[src/rtl/fir_xifu_issue_queue.sv]
// fir_xifu_issue_queue
// XIF issue/decode stage of the FIR XIFU. It decodes xfirlw / xfirsw / xfirdotp, answers the
// issue response combinationally, buffers accepted instructions in a DEPTH-entry FIFO and hands
// them to fir_xifu_ex over a valid/ready handshake. Entries can be killed by id from the commit
// interface and the whole queue can be flushed with clear_i.
// Optional build macro FIR_XIFU_ISSUE_BYPASS_EN: when the FIFO is empty and EX is ready, an
// accepted issue is forwarded to ex_* in the same cycle without being stored.
module fir_xifu_issue_queue #(
   parameter int unsigned DEPTH   = 4,
   parameter int unsigned XLEN    = 32,
   parameter int unsigned ID_W    = 4,
   parameter logic [6:0]  OPCODE  = 7'h0B,
   parameter logic [2:0]  F3_LW   = 3'b000,
   parameter logic [2:0]  F3_SW   = 3'b001,
   parameter logic [2:0]  F3_DOTP = 3'b010
) (
   input  logic                     clk_i,
   input  logic                     rst_ni,
   input  logic                     clear_i,
   // XIF issue
   input  logic                     issue_valid_i,
   output logic                     issue_ready_o,
   input  logic [31:0]              issue_instr_i,
   input  logic [XLEN-1:0]          issue_rs0_i,
   input  logic [ID_W-1:0]          issue_id_i,
   output logic                     issue_accept_o,
   output logic                     issue_wb_o,
   output logic                     issue_ls_o,
   // XIF commit
   input  logic                     commit_valid_i,
   input  logic [ID_W-1:0]          commit_id_i,
   input  logic                     commit_kill_i,
   // towards EX
   output logic                     ex_valid_o,
   input  logic                     ex_ready_i,
   output logic [1:0]               ex_instr_o,
   output logic [XLEN-1:0]          ex_base_o,
   output logic [XLEN-1:0]          ex_offset_o,
   output logic [4:0]               ex_rs1_o,
   output logic [4:0]               ex_rs2_o,
   output logic [4:0]               ex_rd_o,
   output logic [ID_W-1:0]          ex_id_o,
   output logic [$clog2(DEPTH):0]   level_o
);

   localparam int unsigned PTR_W = $clog2(DEPTH);
   localparam int unsigned LVL_W = PTR_W + 1;

   localparam logic [1:0] INSTR_INVALID = 2'd0;
   localparam logic [1:0] INSTR_LW      = 2'd1;
   localparam logic [1:0] INSTR_SW      = 2'd2;
   localparam logic [1:0] INSTR_DOTP    = 2'd3;

   // ------------------------------------------------------------------
   // Decode of the incoming issue word
   // ------------------------------------------------------------------
   logic [6:0]       w_opcode;
   logic [2:0]       w_funct3;
   logic [1:0]       w_dec_instr;
   logic             w_dec_ls;
   logic [XLEN-1:0]  w_imm_i;
   logic [XLEN-1:0]  w_imm_s;
   logic [XLEN-1:0]  w_dec_offset;
   logic [4:0]       w_dec_rs1;
   logic [4:0]       w_dec_rs2;
   logic [4:0]       w_dec_rd;

   assign w_opcode  = issue_instr_i[6:0];
   assign w_funct3  = issue_instr_i[14:12];
   assign w_dec_rd  = issue_instr_i[11:7];
   assign w_dec_rs1 = issue_instr_i[19:15];
   assign w_dec_rs2 = issue_instr_i[24:20];

   // Classify the issue word; anything outside our opcode/funct3 set decodes as INVALID.
   always_comb begin
      w_dec_instr = INSTR_INVALID;
      if (w_opcode == OPCODE) begin
         if (w_funct3 == F3_LW) begin
            w_dec_instr = INSTR_LW;
         end else if (w_funct3 == F3_SW) begin
            w_dec_instr = INSTR_SW;
         end else if (w_funct3 == F3_DOTP) begin
            w_dec_instr = INSTR_DOTP;
         end
      end
   end

   // Stores carry the S-type split immediate, everything else the I-type one.
   assign w_imm_i      = {{(XLEN-12){issue_instr_i[31]}}, issue_instr_i[31:20]};
   assign w_imm_s      = {{(XLEN-12){issue_instr_i[31]}}, issue_instr_i[31:25], issue_instr_i[11:7]};
   assign w_dec_offset = (w_dec_instr == INSTR_SW) ? w_imm_s : w_imm_i;
   assign w_dec_ls     = (w_dec_instr == INSTR_LW) || (w_dec_instr == INSTR_SW);

   assign issue_accept_o = issue_valid_i & (w_dec_instr != INSTR_INVALID);
   assign issue_wb_o     = issue_valid_i & w_dec_ls;
   assign issue_ls_o     = issue_valid_i & w_dec_ls;

   // ------------------------------------------------------------------
   // FIFO state
   // ------------------------------------------------------------------
   logic [PTR_W-1:0] r_wptr;
   logic [PTR_W-1:0] r_rptr;
   logic [LVL_W-1:0] r_level;
   logic [LVL_W-1:0] w_level_next;
   logic [DEPTH-1:0] r_valid;
   logic [DEPTH-1:0] r_killed;

   logic [1:0]       r_instr  [DEPTH];
   logic [XLEN-1:0]  r_base   [DEPTH];
   logic [XLEN-1:0]  r_offset [DEPTH];
   logic [4:0]       r_rs1    [DEPTH];
   logic [4:0]       r_rs2    [DEPTH];
   logic [4:0]       r_rd     [DEPTH];
   logic [ID_W-1:0]  r_id     [DEPTH];

   logic             w_head_live;
   logic             w_head_dead;
   logic             w_bypass;
   logic             w_push;
   logic             w_pop;
   logic             w_remove;
   logic             w_kill;

   // Ready depends on registered occupancy only: a full queue stays closed even while popping.
   assign issue_ready_o = (r_level < LVL_W'(DEPTH));
   assign level_o       = r_level;

   // The head is presented to EX only if it has not been killed; a killed head is dropped.
   assign w_head_live = r_valid[r_rptr] & ~r_killed[r_rptr];
   assign w_head_dead = r_valid[r_rptr] &  r_killed[r_rptr];

`ifdef FIR_XIFU_ISSUE_BYPASS_EN
   assign w_bypass = issue_valid_i & (w_dec_instr != INSTR_INVALID) &
                     (r_level == '0) & ex_ready_i;
`else
   assign w_bypass = 1'b0;
`endif

   assign w_push   = issue_valid_i & issue_ready_o & (w_dec_instr != INSTR_INVALID) & ~w_bypass;
   assign w_pop    = w_head_live & ex_ready_i;
   assign w_remove = w_pop | w_head_dead;
   assign w_kill   = commit_valid_i & commit_kill_i;

   // Next occupancy: push and removal in the same cycle cancel out.
   always_comb begin
      w_level_next = r_level;
      if (w_push && !w_remove) begin
         w_level_next = r_level + LVL_W'(1);
      end else if (!w_push && w_remove) begin
         w_level_next = r_level - LVL_W'(1);
      end
   end

   // Pointers and occupancy; clear_i has priority over any push/pop in the same cycle.
   always_ff @(posedge clk_i or negedge rst_ni) begin
      if (!rst_ni) begin
         r_wptr  <= '0;
         r_rptr  <= '0;
         r_level <= '0;
      end else if (clear_i) begin
         r_wptr  <= '0;
         r_rptr  <= '0;
         r_level <= '0;
      end else begin
         if (w_push) begin
            r_wptr <= r_wptr + PTR_W'(1);
         end
         if (w_remove) begin
            r_rptr <= r_rptr + PTR_W'(1);
         end
         r_level <= w_level_next;
      end
   end

   // Per-entry valid/killed flags; a freshly pushed entry is never killed by a same-cycle commit.
   always_ff @(posedge clk_i or negedge rst_ni) begin
      if (!rst_ni) begin
         r_valid  <= '0;
         r_killed <= '0;
      end else if (clear_i) begin
         r_valid  <= '0;
         r_killed <= '0;
      end else begin
         for (int i = 0; i < DEPTH; i++) begin
            if (w_push && (r_wptr == PTR_W'(i))) begin
               r_valid[i]  <= 1'b1;
               r_killed[i] <= 1'b0;
            end else if (w_remove && (r_rptr == PTR_W'(i))) begin
               r_valid[i]  <= 1'b0;
               r_killed[i] <= 1'b0;
            end else if (w_kill && r_valid[i] && (r_id[i] == commit_id_i)) begin
               r_killed[i] <= 1'b1;
            end
         end
      end
   end

   // Payload storage, written on push only; the valid flags decide whether it is meaningful.
   always_ff @(posedge clk_i) begin
      if (w_push) begin
         r_instr[r_wptr]  <= w_dec_instr;
         r_base[r_wptr]   <= issue_rs0_i;
         r_offset[r_wptr] <= w_dec_offset;
         r_rs1[r_wptr]    <= w_dec_rs1;
         r_rs2[r_wptr]    <= w_dec_rs2;
         r_rd[r_wptr]     <= w_dec_rd;
         r_id[r_wptr]     <= issue_id_i;
      end
   end

   // EX outputs: live head first, otherwise the bypassed issue, otherwise all zero.
   always_comb begin
      ex_valid_o  = 1'b0;
      ex_instr_o  = INSTR_INVALID;
      ex_base_o   = '0;
      ex_offset_o = '0;
      ex_rs1_o    = '0;
      ex_rs2_o    = '0;
      ex_rd_o     = '0;
      ex_id_o     = '0;
      if (w_head_live) begin
         ex_valid_o  = 1'b1;
         ex_instr_o  = r_instr[r_rptr];
         ex_base_o   = r_base[r_rptr];
         ex_offset_o = r_offset[r_rptr];
         ex_rs1_o    = r_rs1[r_rptr];
         ex_rs2_o    = r_rs2[r_rptr];
         ex_rd_o     = r_rd[r_rptr];
         ex_id_o     = r_id[r_rptr];
      end else if (w_bypass) begin
         ex_valid_o  = 1'b1;
         ex_instr_o  = w_dec_instr;
         ex_base_o   = issue_rs0_i;
         ex_offset_o = w_dec_offset;
         ex_rs1_o    = w_dec_rs1;
         ex_rs2_o    = w_dec_rs2;
         ex_rd_o     = w_dec_rd;
         ex_id_o     = issue_id_i;
      end
   end

endmodule
[config.mk]
export PLATFORM = sky130hd
export DESIGN_NAME = fir_xifu_issue_queue
export DESIGN_NICKNAME = d
export VERILOG_FILES = /design/src/rtl/fir_xifu_issue_queue.sv
export SDC_FILE = /design/constraint.sdc
export NUM_CORES = 1
export LEC_CHECK = 0
export ABC_AREA = 1
export CAP_MARGIN = 15
export CORE_ASPECT_RATIO = 1.25
export CORE_UTILIZATION = 54
export DETAILED_ROUTE_END_ITERATION = 10
export HOLD_SLACK_MARGIN = 0.1
export PLACE_DENSITY = 0.8
export SETUP_SLACK_MARGIN = 0.2
export SLEW_MARGIN = 20
export SYNTH_ARGS = -nofsm -noshare
export SYNTH_HDL_FRONTEND = slang
export SYNTH_SLANG_ARGS = --single-unit
export TNS_END_PERCENT = 20
[constraint.sdc]
create_clock -name clk_i -period 3.4 [get_ports clk_i]
set_clock_uncertainty 0.1 [all_clocks]
set_input_delay 1.02 -clock clk_i [delete_from_list [all_inputs] [get_ports clk_i]]
set_output_delay 1.02 -clock clk_i [all_outputs]
set_load 0.01 [all_outputs]
---- Word level (Yosys, flattened, before mapping) ----
Memory sizes are Yosys's and may differ from the RTL's.
Cells that the tools add are included.
storage, ports and cells
  output and inout bits ................... 93
  logic and storage cells ................. 133
  register bits ........................... 15
  RAM bits ................................ 340
  memories kept ........................... 7
  input port bits ......................... 79
memories
  name         depth  bits a word  read ports  clocked after Yosys merged registers in  wr ports  line  RTL
  r_base       4      32           1           0                                        1         109   logic [XLEN-1:0] r_base [DEPTH];
  r_offset     4      32           1           0                                        1         110   logic [XLEN-1:0] r_offset [DEPTH];
  r_rd         4      5            1           0                                        1         113   logic [4:0] r_rd [DEPTH];
  r_rs1        4      5            1           0                                        1         111   logic [4:0] r_rs1 [DEPTH];
  r_rs2        4      5            1           0                                        1         112   logic [4:0] r_rs2 [DEPTH];
  r_id         4      4            5           0                                        1         114   logic [ID_W-1:0] r_id [DEPTH];
  +1 memories  -      -            -           -                                        -         -
cells by class
  add/subtract/negate cells ............... 4
  bitwise gates (word level) .............. 10
  $lt $le $gt $ge ......................... 2
  equal/unequal tests ..................... 15
  muxes and demuxes ....................... 48
  reductions and logical operators ........ 36
operators with widths
  cell                                                                    number
  32-bit 2-to-1 mux                                                       2
  1-bit 2-to-1 mux                                                        25
  5-bit 2-to-1 mux                                                        4
  1-bit logical AND                                                       18
  2-bit 2-to-1 mux                                                        9
  4-bit equality test                                                     4
  4-bit nonzero test                                                      4
  3-bit nonzero test                                                      5
  4-bit 2-to-1 mux                                                        3
  2-bit equality test (second input constant)                             5
  3-bit 2-to-1 mux                                                        3
  1-bit bitwise AND                                                       8
  7-bit by 4-bit equality test with 1-bit output (second input constant)  1
  2-bit by 1-bit equality test with 1-bit output (second input constant)  3
  2-bit nonzero test                                                      3
  2-bit by 1-bit adder with 2-bit output (second input constant)          2
  1-bit binary-select mux with 2-bit select                               2
  2-bit logical NOT                                                       2
  3-bit by 1-bit adder with 3-bit output (second input constant)          1
  3-bit by 1-bit equality test with 1-bit output (second input constant)  1
  3-bit by 2-bit equality test with 1-bit output (second input constant)  1
  3-bit logical NOT                                                       1
  2-bit by 3-bit < comparator with 1-bit output (second input constant)   1
  3-bit < comparator (second input constant)                              1
  other kinds (5)                                                         6

---- Depth between registers and ports, before layout ----
  depth after elaboration ................. 12
  gate-level depth with buffers ........... 15
  gate-level depth less buffers ........... 15

---- Worst setup path after synthesis ----
OpenSTA, ideal clock, no wires.
  path kind ............................... input -> register
  start point ............................. input port issue_instr_i[14]
  end point ............................... memory r_base[1][0], enable pin
  stages on the path ...................... 10
  setup time .............................. 0.420 ns
  setup slack ............................. -0.977 ns
  path buffers ............................ 0
  arrival time ............................ 3.857 ns
  data required time ...................... 2.880 ns
  cells stage by stage .................... nor4_1 > nand4_1 > a21oi_1 > inv_1 > ha_1 > nor2_1 > nand2_1 > inv_1 > nand2_1 > inv_1
on the way
  word-level cells in the longest chain between the ends .. 9
  elaborated cells between the ends (all ways) .. 11
  classes of those cells .................. eq/ne: 2; mux: 6; bitwise: 1; reduce/logical: 2
ends and longest elaborated chain
  what                                            line  RTL
  start: declaration                              23    input logic [31:0] issue_instr_i,
  3-bit by 2-bit equality test with 1-bit output  82    end else if (w_funct3 == F3_DOTP) begin
  2-bit 2-to-1 mux                                82
  2-bit 2-to-1 mux                                80    end else if (w_funct3 == F3_SW) begin
  2-bit 2-to-1 mux *                              78    if (w_funct3 == F3_LW) begin
  2-bit 2-to-1 mux *                              77    if (w_opcode == OPCODE) begin
  named net w_dec_instr[1]                        59    logic [1:0] w_dec_instr;
  2-bit nonzero test *                            139   assign w_push = issue_valid_i & issue_ready_o & (w_dec_instr != INSTR_INVALID) & ~w_bypass;
  1-bit bitwise AND *                             139
  1-bit 2-to-1 mux *                              200   if (w_push) begin
  1-bit 2-to-1 mux (not written as such) *        202   r_base[r_wptr] <= issue_rs0_i;
  end: declaration                                109
Mark *: on every way through the listed nets, which the timed path passes. The rest lies on a longest branch.

---- Final worst setup path ----
  start point ............................. input port issue_instr_i[5]
  end point ............................... output port issue_accept_o
on the way
  word-level cells in the longest chain between the ends .. 4
ends and longest elaborated chain
  what                                            line  RTL
  7-bit by 4-bit equality test with 1-bit output  77
  2-bit 2-to-1 mux                                77
  named net w_dec_instr[0]                        59
  2-bit nonzero test                              94    assign issue_accept_o = issue_valid_i & (w_dec_instr != INSTR_INVALID);
  1-bit bitwise AND                               94
  end: declaration                                26    output logic issue_accept_o,
The timed path passes the listed nets, and every way through them passes these cells.

==> results.toml <==
[power_and_ir_drop]
p_sw_frac = 0.191
p_sw_mw = 1.27
intPower_mw = 5.39
peakVddDrop_mv = 0.444
pwr-share-seq = 0.556
p_leak_nw = 5.78
clock_power_share = 0.415
comb_power_share = 0.029
p_per_area_nw_per_um2 = 425

[floorplanning]
row_count = 59
die_h_um = 166
core_area_um2 = 21000
io_pins = 172
die-area_um2 = 22100
start_util = 0.555
die_w_um = 133

[finish]
fillers = 1238
synthToLayoutAreaGrowth_pct = 34.8
multiInputGateArea_um2 = 3390
seqCellArea_um2 = 8190
n_antenna_cell = 0
fin_util = 0.747
drive_gt1_frac = 0.285
nNetsFinal = 1272

[timing]
min_period_ps = 3510
setup_ws_ps = -105
tns_ps = -269
rsz0062_at_grt = "true"
hold_viol = 0
period_share = 1.03
worst_pin_slew_ps = 792
clock.fmax_mhz = 285
slew-limit-headroom = 0.471
slew_viol_final = 0
setup_viol = 3

[synth]
ys_seq_area_frac = 0.704
ys_top_cells_by_area = "edfxtp_1 67%, nor2_1 8.7%, o21ai_0 5.8%, dfrtp_1 3.2%, a21oi_2 3.0%"
ys_types = 32
synth_seq_cells = 275
synth.avg_cell_area_um2 = 12.0
yosysTopAreaCell = "edfxtp_1"
synth_edf_count = 260
netlist_instances = 965
async_flop_share = 0.0545
synth_top_cell_area_share = 0.671
synth_common_cells = "268 x nor2_1, 260 x edfxtp_1, 134 x o21ai_0, 42 x a21oi_1, 40 x a21oi_2"
syn-cell-area_um2 = 11600
ys_warn_count = 0
yosysMostFrequentCell = "nor2_1"
synth_flop_cell = "edfxtp_1"
syn_nets = 1055

[setup_path]
crit_path_start_kind = "primary input"
cp_slowest_cell = "nor4_4"
max_stage_delay_ps = 250
path_max_fanout = 2
cpMostUsedCell = "buf_6"
worstSetupPathType = "in2out"
worstSetupEndpointType = "primary output"
cp_cell_sequence = "buf_6, nor4_4, nand4_1, nor2_2, inv_2, ha_4, nor2_4, buf_6"
worstPathRequired_ps = 2280
cp.arrival_ps = 2390

[drt]
drt_iter0_drc = 875
drc = 0
vias_per_cell = 5.69
drt-total-wl_um = 30400
vias = 8380
avgRoutedWirePerCell_um = 20.7
postRouteAntennaNets = 0
drtPass1Iterations = 5

[cts]
tritoncts = "yes"
numCtsBuffers = 25
cts_root_buffer = "clkbuf_16"
cts.path.max_buffers = 3
cts_max_level = 1
clk_pin_slew_ps = 70
cts_sinks = 275
clk_latency_ps = 530

[place]
dp_hpwl_um = 15900
io_buffers = 171
place.gp.congestion = 0.788

[min_path]
hold_class = "reg2reg"

[grt]
antenna_found_initial = 0
grt_pass1_vias = 8486
grt_max_degree = 58
grt_pass1_wl_um = 46400
overflow = 0
grtUsageTotal = 0.275

[flow_run]
max_cap_viol_count = 0

[outcome]
status = "complete, but fails checks"
violations = "negative setup slack"
[what timing repair did]
| action | CTS | global route |
|---|---|---|
| hold buffers | 0 | 0 |
| endpoints found under the hold margin | 0 | 0 |
| buffers inserted | 40 | 3 |
| resized for setup | 544 | 47 |
| pin swaps | 15 | 15 |
| cloned | 10 | 0 |
| endpoints found under the setup margin | 90 | 113 |
[cells by family (layout without fill, tap and decap cells)]
| group | after synthesis | in the layout | synth area share |
|---|---|---|---|
| compound gates | 223 | 223 | 0.110 |
| xor+xnor | 11 | 11 | 0.00829 |
| fa+ha+maj | 11 | 11 | 0.0125 |
| buf+inv | 108 | 340 | 0.0482 |
| flops | 275 | 275 | 0.704 |
| mux | 5 | 5 | 0.00484 |
| simple gates | 332 | 334 | 0.112 |
[flip-flops by register name (all words and copies together), names as in the netlist, 3 cells and up]
register	count
r_id	16
r_rs2	20
level_o	3
r_instr	8
r_base	128
r_killed	4
r_valid	4
r_rd	20
r_rs1	20
r_offset	48
[layout make-up]
cell class | count | area share
Clock buffer | 31 | 0.0414
Clock inverter | 13 | 0.00902
Sequential cell | 275 | 0.523
Multi-Input combinational cell | 584 | 0.216
Inverter | 33 | 0.0101
Timing Repair Buffer | 263 | 0.179
Tap cell | 274 | 0.0219
[stage by stage]
stage	hold WS (ps)	worst slack [ps]	total power [mW]	instance area (µm²)	instances
floorplan	407	-14.8	3.81	11700	965
global placement	435	-785	3.95	13800	1376
detailed placement	449	-808	3.96	13800	1376
CTS	466	-56.1	6.65	15500	1470
global route	526	-169	6.80	15700	1473
finish	464	-105	6.66	15700	1473
[power groups by stage]
stage | clock, mW | sequential, mW | combinational (mW)
floorplan | 0 | 3.78 | 0.0343
global placement | 0 | 3.78 | 0.174
detailed placement | 0 | 3.78 | 0.182
CTS | 2.76 | 3.70 | 0.185
global route | 2.90 | 3.70 | 0.206
finish | 2.76 | 3.70 | 0.193
[metal layers]
layer  share of wire  GRT usage
met1            0.37      0.337
met2            0.53      0.488
met3           0.071     0.0357
met4           0.029      0.113
met5               0          0
[final timing paths]
check	from	to	slack [ps]	cells past startpoint
worst max register to register	r_rptr[0]$_DFFE_PN0P_	level_o[1]$_DFFE_PN0P_	1000	15
worst max-delay path	issue_instr_i[5]	issue_accept_o	-110	8
max in group asynchronous	rst_ni	r_rptr[0]$_DFFE_PN0P_	1770	1
worst min register to register	level_o[2]$_DFFE_PN0P_	level_o[2]$_DFFE_PN0P_	460	2
worst min-delay path	level_o[2]$_DFFE_PN0P_	level_o[2]$_DFFE_PN0P_	460	2
min in group asynchronous	rst_ni	level_o[2]$_DFFE_PN0P_	850	1
[cells in the final DEF (no fill, tap or decap), types with 4 or more instances in the layout]
| cell type | instances |
|---|---|
| nor2_1 | 265 |
| edfxtp_1 | 260 |
| o21ai_0 | 112 |
| clkdlybuf4s50_1 | 72 |
| buf_6 | 62 |
| buf_2 | 54 |
| a21oi_2 | 40 |
| buf_4 | 30 |
| clkbuf_16 | 25 |
| a21oi_4 | 24 |
| nand2_1 | 24 |
| buf_12 | 23 |
| o21ai_1 | 21 |
| inv_1 | 20 |
| a21oi_1 | 18 |
| dfrtp_1 | 13 |
| buf_16 | 12 |
| nand2_4 | 10 |
| nand3_1 | 10 |
| nand2_2 | 9 |
| xor2_1 | 9 |
| ha_1 | 8 |
| inv_2 | 7 |
| clkbuf_1 | 6 |
| mux2_4 | 5 |
| clkinv_1 | 5 |
| clkinvlp_4 | 4 |
| o21ai_2 | 4 |
[critical path, delay by kind of cell]
kind	cells	cell delay, ps
buf+inv	3	310
simple gates	4	870
fa+ha+maj	1	180
(Power assumes the default switching activity.)
